**config.mk**
```make
export PLATFORM = sky130hd
export DESIGN_NAME = ysyx_24080006_hpm_unit
export DESIGN_NICKNAME = d
export VERILOG_FILES = /design/src/rtl/ysyx_24080006_hpm_unit.sv
export SDC_FILE = /design/constraint.sdc
export NUM_CORES = 2
export LEC_CHECK = 0
export BUFFER_PORTS_ARGS = -buffer_cell sky130_fd_sc_hd__buf_2
export CAP_MARGIN = 10
export CORE_UTILIZATION = 30
export CTS_BUF_LIST = sky130_fd_sc_hd__clkbuf_2
export DETAILED_ROUTE_END_ITERATION = 8
export HOLD_SLACK_MARGIN = 0.08
export PLACE_DENSITY = 0.54
export SYNTH_ARGS = -nofsm -noshare
export SYNTH_HDL_FRONTEND = slang
export SYNTH_SLANG_ARGS = --single-unit
```
**constraint.sdc**
```tcl
create_clock -name clock -period 4.7 [get_ports clock]
set_clock_uncertainty 0.15 [all_clocks]
set_input_delay 0.705 -clock clock [delete_from_list [all_inputs] [get_ports clock]]
set_output_delay 0.705 -clock clock [all_outputs]
set_load 0.02 [all_outputs]
```
**src/rtl/ysyx_24080006_hpm_unit.sv**
```systemverilog
// ysyx_24080006_hpm_unit
// Machine-mode hardware performance monitor. It holds mcycle (counter 0),
// minstret (counter 2), mhpmcounter3..NUM_COUNTERS-1 with their high halves,
// mcountinhibit, the mhpmevent selectors and a sticky overflow register
// (mhpmovf, 0x7C0). The CSR file forwards accesses in this block's address
// range here and muxes csr_rdata back.
//
// Ports
//   clock, reset   core clock; synchronous active-high reset
//   event_i        per-cycle event pulses; an event selector value s counts event_i[s-1]
//   instret        at least one instruction retired this cycle (minstret +1)
//   count_freeze   global freeze of every counter (debug halt)
//   csr_valid      CSR access this cycle
//   csr_op         00 read, 01 write, 10 set, 11 clear
//   csr_addr       CSR address
//   csr_wdata      write/set/clear operand
//   csr_rdata      read data, combinational from csr_addr
//   csr_illegal    csr_addr is not owned here
//   ovf_irq        registered OR of the mhpmovf bits
module ysyx_24080006_hpm_unit #(
  parameter int NUM_COUNTERS  = 16,
  parameter int COUNTER_WIDTH = 64,
  parameter int NUM_EVENTS    = 16
) (
  input  logic                  clock,
  input  logic                  reset,
  input  logic [NUM_EVENTS-1:0] event_i,
  input  logic                  instret,
  input  logic                  count_freeze,
  input  logic                  csr_valid,
  input  logic [1:0]            csr_op,
  input  logic [11:0]           csr_addr,
  input  logic [31:0]           csr_wdata,
  output logic [31:0]           csr_rdata,
  output logic                  csr_illegal,
  output logic                  ovf_irq
);

  localparam int NC = NUM_COUNTERS;
  localparam int EW = $clog2(NUM_EVENTS + 1);  // selector storage width
  localparam int HW = COUNTER_WIDTH - 32;      // high-half width

  localparam logic [1:0] OP_READ  = 2'b00;
  localparam logic [1:0] OP_SET   = 2'b10;
  localparam logic [1:0] OP_CLEAR = 2'b11;

  // Writable mcountinhibit bits: implemented counters, bit 1 (time) excluded.
  function automatic logic [31:0] impl_mask();
    logic [31:0] m;
    m = '0;
    for (int i = 0; i < NUM_COUNTERS; i++)
      if (i != 1) m[i] = 1'b1;
    return m;
  endfunction
  localparam logic [31:0] INH_MASK = impl_mask();

  // ---------------------------------------------------------------------------
  // State
  // ---------------------------------------------------------------------------
  logic [NC-1:0][COUNTER_WIDTH-1:0] cnt;  // cnt[1] is never written and stays 0
  logic [NC-1:0][EW-1:0]            sel;  // sel[0..2] are never written
  logic [31:0]                      inh;
  logic [NC-1:0]                    ovf;

  // ---------------------------------------------------------------------------
  // Address decode. Indices NC..31 are owned (read 0, ignore writes); only
  // counter 1 (time) is carved out of both counter windows.
  // ---------------------------------------------------------------------------
  logic [4:0] idx;
  logic       hit_inh, hit_evt, hit_lo, hit_hi, hit_ovf;

  assign idx     = csr_addr[4:0];
  assign hit_inh = (csr_addr == 12'h320);
  assign hit_evt = (csr_addr[11:5] == 7'h19) && (idx >= 5'd3);  // 0x323..0x33F
  assign hit_lo  = (csr_addr[11:5] == 7'h58) && (idx != 5'd1);  // 0xB00..0xB1F
  assign hit_hi  = (csr_addr[11:5] == 7'h5C) && (idx != 5'd1);  // 0xB80..0xB9F
  assign hit_ovf = (csr_addr == 12'h7C0);

  // Every owned address is writable, so ownership alone decides legality.
  assign csr_illegal = ~(hit_inh | hit_evt | hit_lo | hit_hi | hit_ovf);

  // ---------------------------------------------------------------------------
  // Read mux. The loop only matches implemented indices, so unimplemented
  // counters and selectors fall through to 0.
  // ---------------------------------------------------------------------------
  logic [63:0] wide;

  always_comb begin
    csr_rdata = '0;
    wide      = '0;
    if (hit_inh) begin
      csr_rdata = inh;
    end else if (hit_ovf) begin
      csr_rdata = 32'(ovf);
    end else begin
      for (int i = 0; i < NC; i++) begin
        if (idx == 5'(i)) begin
          wide = 64'(cnt[i]);  // zero-extends the high half when narrower than 64
          if (hit_lo)       csr_rdata = wide[31:0];
          else if (hit_hi)  csr_rdata = wide[63:32];
          else if (hit_evt) csr_rdata = 32'(sel[i]);
        end
      end
    end
  end

  // ---------------------------------------------------------------------------
  // Write path: value after write/set/clear, and the commit enable.
  // ---------------------------------------------------------------------------
  logic [31:0]   mval;
  logic          we;
  logic          ovf_wr;
  logic [EW-1:0] sel_wval;

  always_comb begin
    case (csr_op)
      OP_SET:   mval = csr_rdata | csr_wdata;
      OP_CLEAR: mval = csr_rdata & ~csr_wdata;
      default:  mval = csr_wdata;
    endcase
  end

  assign we     = csr_valid & (csr_op != OP_READ) & ~csr_illegal;
  assign ovf_wr = we & hit_ovf;

  // WARL selector: anything beyond the last event means "no event".
  assign sel_wval = (mval > 32'(NUM_EVENTS)) ? '0 : mval[EW-1:0];

  // ---------------------------------------------------------------------------
  // Per-counter increment, wrap and write strobes
  // ---------------------------------------------------------------------------
  logic [NUM_EVENTS:0] ev_ext;  // bit 0 is the "no event" slot for selector 0
  logic [NC-1:0]       src, inc, wrap, wr_lo, wr_hi, wr_evt;

  assign ev_ext = {event_i, 1'b0};

  always_comb begin
    src    = '0;
    inc    = '0;
    wrap   = '0;
    wr_lo  = '0;
    wr_hi  = '0;
    wr_evt = '0;
    for (int i = 0; i < NC; i++) begin
      if (i == 0)      src[i] = 1'b1;
      else if (i == 2) src[i] = instret;
      else if (i >= 3) src[i] = ev_ext[sel[i]];
      inc[i]    = src[i] & ~inh[i] & ~count_freeze;
      wrap[i]   = inc[i] & (&cnt[i]);
      wr_lo[i]  = we & hit_lo  & (idx == 5'(i));
      wr_hi[i]  = we & hit_hi  & (idx == 5'(i));
      wr_evt[i] = we & hit_evt & (idx == 5'(i));
    end
  end

  // ---------------------------------------------------------------------------
  // State update. A CSR write to a counter half replaces the increment and
  // clears that counter's overflow bit (a same-cycle wrap is discarded).
  // An mhpmovf write can only clear bits; a wrap in the same cycle still sets
  // its bit so an overflow is never lost.
  // ---------------------------------------------------------------------------
  always_ff @(posedge clock) begin
    if (reset) begin
      cnt     <= '0;
      sel     <= '0;
      inh     <= '0;
      ovf     <= '0;
      ovf_irq <= 1'b0;
    end else begin
      if (we & hit_inh) inh <= mval & INH_MASK;
      for (int i = 0; i < NC; i++) begin
        if (wr_lo[i])      cnt[i][31:0]               <= mval;
        else if (wr_hi[i]) cnt[i][COUNTER_WIDTH-1:32] <= mval[HW-1:0];
        else if (inc[i])   cnt[i]                     <= cnt[i] + COUNTER_WIDTH'(1);

        if (wr_evt[i]) sel[i] <= sel_wval;

        if (wr_lo[i] | wr_hi[i]) ovf[i] <= 1'b0;
        else                     ovf[i] <= (ovf[i] & (~ovf_wr | mval[i])) | wrap[i];
      end
      ovf_irq <= |ovf;
    end
  end

endmodule
```
==> impl_metrics.ini <==
[placed_design]
io_buffers = 100
dp_hpwl_mm = 402
post-place-ws_ps = -1190
place_area_mm2 = 0.0871
place.gp.congestion = 1.13
dp_cells = 13844

[synthesis]
yosysTopAreaCellShare = 0.289
synth_async_sr_flop_share = 0
ys_ff_latch = 1060
synth.distinct_cells = 110
ys_warn_count = 0
syn_inst = 10059
yosys-top-cells-area = dfxtp_1, a211oi_1, nor2_1, nand2_1, o21ai_0
yosys.area.top_type = dfxtp_1
postSynthNetCount = 10141
syn_area_mm2 = 0.0733
syn_avg_cell_area_um2 = 7.29
synth-main-ff-cell = dfxtp_1
ys_seq_area_frac = 0.289
synthTopCellsByCount = nor2_1, nand2_1, dfxtp_1, a211oi_1, o21ai_0
synth_edf_count = 0
yosysMostFrequentCell = nor2_1

[worst_setup_path]
worst_ep_arrival_time_ps = 4590
critPathLaunchType = register
worstPathRequired_ps = 3850
endpoint_kind = output port
crit_type = register to output port
worstRegToRegCells = 14
crit_fanout = 2

[grt]
grt_max_degree = 169
grt_overflow_total = 0
grt_pass1_vias = 84945
antenna_found_initial = 74
grt_pass1_wl_mm = 715
grt_usage = 0.417

[finish]
fillers = 25409
syn_to_final_growth_pct = 31.7
drive_above_1_share = 0.254
nets = 11354
final_area_mm2 = 0.0965
postLayoutCoreUtil = 0.397
multi_input_area_mm2 = 0.0515
regArea_mm2 = 0.0218
stdcell_count = 14738

[die]
core_area_mm2 = 0.243
pin_count = 101
initial_core_util = 0.302
rows = 181
die_area_mm2 = 0.246
die_y_um = 496
die_width_um = 496

[hold_path]
hold_class = input port to register
whs_path_depth = 10

[drt]
routed_wl_mm = 533
route.detailed.drc = 0
dr_total_vias = 93742
drt_iter0_markers = 13945
dr.pass1.iters = 7
vias_per_cell = 6.36
wl_per_cell_um = 36.2
ant_nets = 0

[cts]
cts_made_buffers = 341
cts_tree = done
path_clk_slew_ps = 100
htreeDepth = 5
clock_path_buffers = 4
cts_sinks = 1060
clock_latency_ps = 2080
cts_root_buf = clkbuf_2

[power_and_ir_drop]
finalPower_mw = 19.3
p_int_mw = 12.6
combPwrFrac = 0.139
pwr-share-seq = 0.463
p_switching_mw = 6.66
switching_share = 0.345
p_per_area_mw_per_mm2 = 200
p_leak_nw = 33.1
pwr-share-clk = 0.398
ir_drop_mv = 0.235

[sta]
report.final.setup_viol = 34
period_needed_ps = 5440
fin_crit_sh = 1.16
hold_violations = 0
finalSetupTns_ps = -10110
fin_ws_ps = -741
relSlewSlack = -0.00185
grt_setup_unrepaired = yes
worst_pin_slew_ps = 1500
finalMaxSlewViolations = 23
holdWs_ps = 68.4
max_freq_ghz = 0.184

[run]
cap_violations = 1

[outcome]
outcome = complete, but fails checks
violations = max-capacitance violations, max-slew violations, negative setup slack
worst paths after layout:
kind | from | end | slack, ps
worst max-delay path | cnt[649]$_SDFFE_PP0P_ | csr_rdata[9] | -740
worst min-delay path | csr_addr[11] | ovf[11]$_SDFF_PP0_ | 70
worst max register to register | cnt[955]$_SDFFE_PP0P_ | cnt[251]$_SDFFE_PP0P_ | -40
worst min register to register | sel[3]$_SDFFE_PP0P_ | sel[3]$_SDFFE_PP0P_ | 330
kinds of logic (layout without fill, tap and decap cells):
kind of cell / count (synthesis) / count (layout) / share of synthesized area
and+or+nand+nor: 4237 / 4237 / 0.276
AOI/OAI and AO/OA: 2890 / 2891 / 0.257
DFF: 1060 / 1060 / 0.289
buffers and inverters: 1004 / 2431 / 0.0562
xor gates and xnor gates: 450 / 450 / 0.0538
muxes: 403 / 403 / 0.0650
adders and majority gates: 15 / 15 / 0.00256
other: 0 / 49 / 0
worst max-delay path, cell delays in order (launching register included):
cell	delay, ps
dfxtp_4	420
mux2_4	300
a32oi_2	180
nor2_1	90
a211oi_2	400
buf_4	280
o311ai_4	180
a222oi_1	330
buf_4	210
inv_2	40
buf_6	120
routing by layer:
layer / part of all wire / GRT usage
met1: 0.39 / 0.531
met2: 0.41 / 0.604
met3: 0.10 / 0.0936
met4: 0.093 / 0.329
met5: 0.00034 / 0
registers in the layout, summed over array words and instances, names as in the netlist:
signal	count
inh	15
ovf_irq	1
sel	68
cnt	960
ovf	16
power groups by stage:
stage	Clock, mW	Combinational [mW]	Sequential [mW]
after floorplan	0	0.750	9.19
after global placement	0	2.33	9.19
after detailed placement	0	2.32	9.19
after CTS	7.76	2.53	8.94
after global routing	8.22	2.62	8.93
final	7.68	2.69	8.93
placed cells by master (no fill, tap or decap), types with 89 or more instances in the layout:
cell type / Yosys / routed
nor2_1: 1248 / 1203
clkbuf_2: 0 / 488
or3_1: 94 / 89
mux2i_1: 304 / 237
buf_4: 34 / 1233
o21ai_0: 685 / 647
buf_12: 0 / 160
inv_1: 113 / 104
dfxtp_1: 1060 / 801
a211oi_1: 689 / 677
nand4_1: 265 / 265
and3_1: 181 / 179
dfxtp_4: 0 / 93
nand2_1: 1083 / 1066
xor2_1: 219 / 219
xnor2_1: 231 / 231
dlygate4sd3_1: 0 / 222
nor4_1: 137 / 123
dfxtp_2: 0 / 166
nor3_1: 372 / 322
a21oi_1: 663 / 629
nand3_1: 456 / 446
layout make-up:
| cell class | count | share of cell area |
|---|---|---|
| antenna | 49 | 0.00127 |
| clock buffer | 486 | 0.0252 |
| clock inverter | 72 | 0.00377 |
| inverter | 115 | 0.00455 |
| multi-input combinational | 7996 | 0.533 |
| sequential | 1060 | 0.226 |
| tap | 3202 | 0.0415 |
| timing repair buffer | 1758 | 0.165 |
what timing repair did:
action	in CTS	in global routing
pin swaps	159	73
gates cloned	0	2
setup buffers	95	29
hold buffers	231	0
resized for setup	842	177
setup endpoints to repair	97	65
hold endpoints to repair	1060	0
Note: power is estimated with default switching activity, not from simulation.
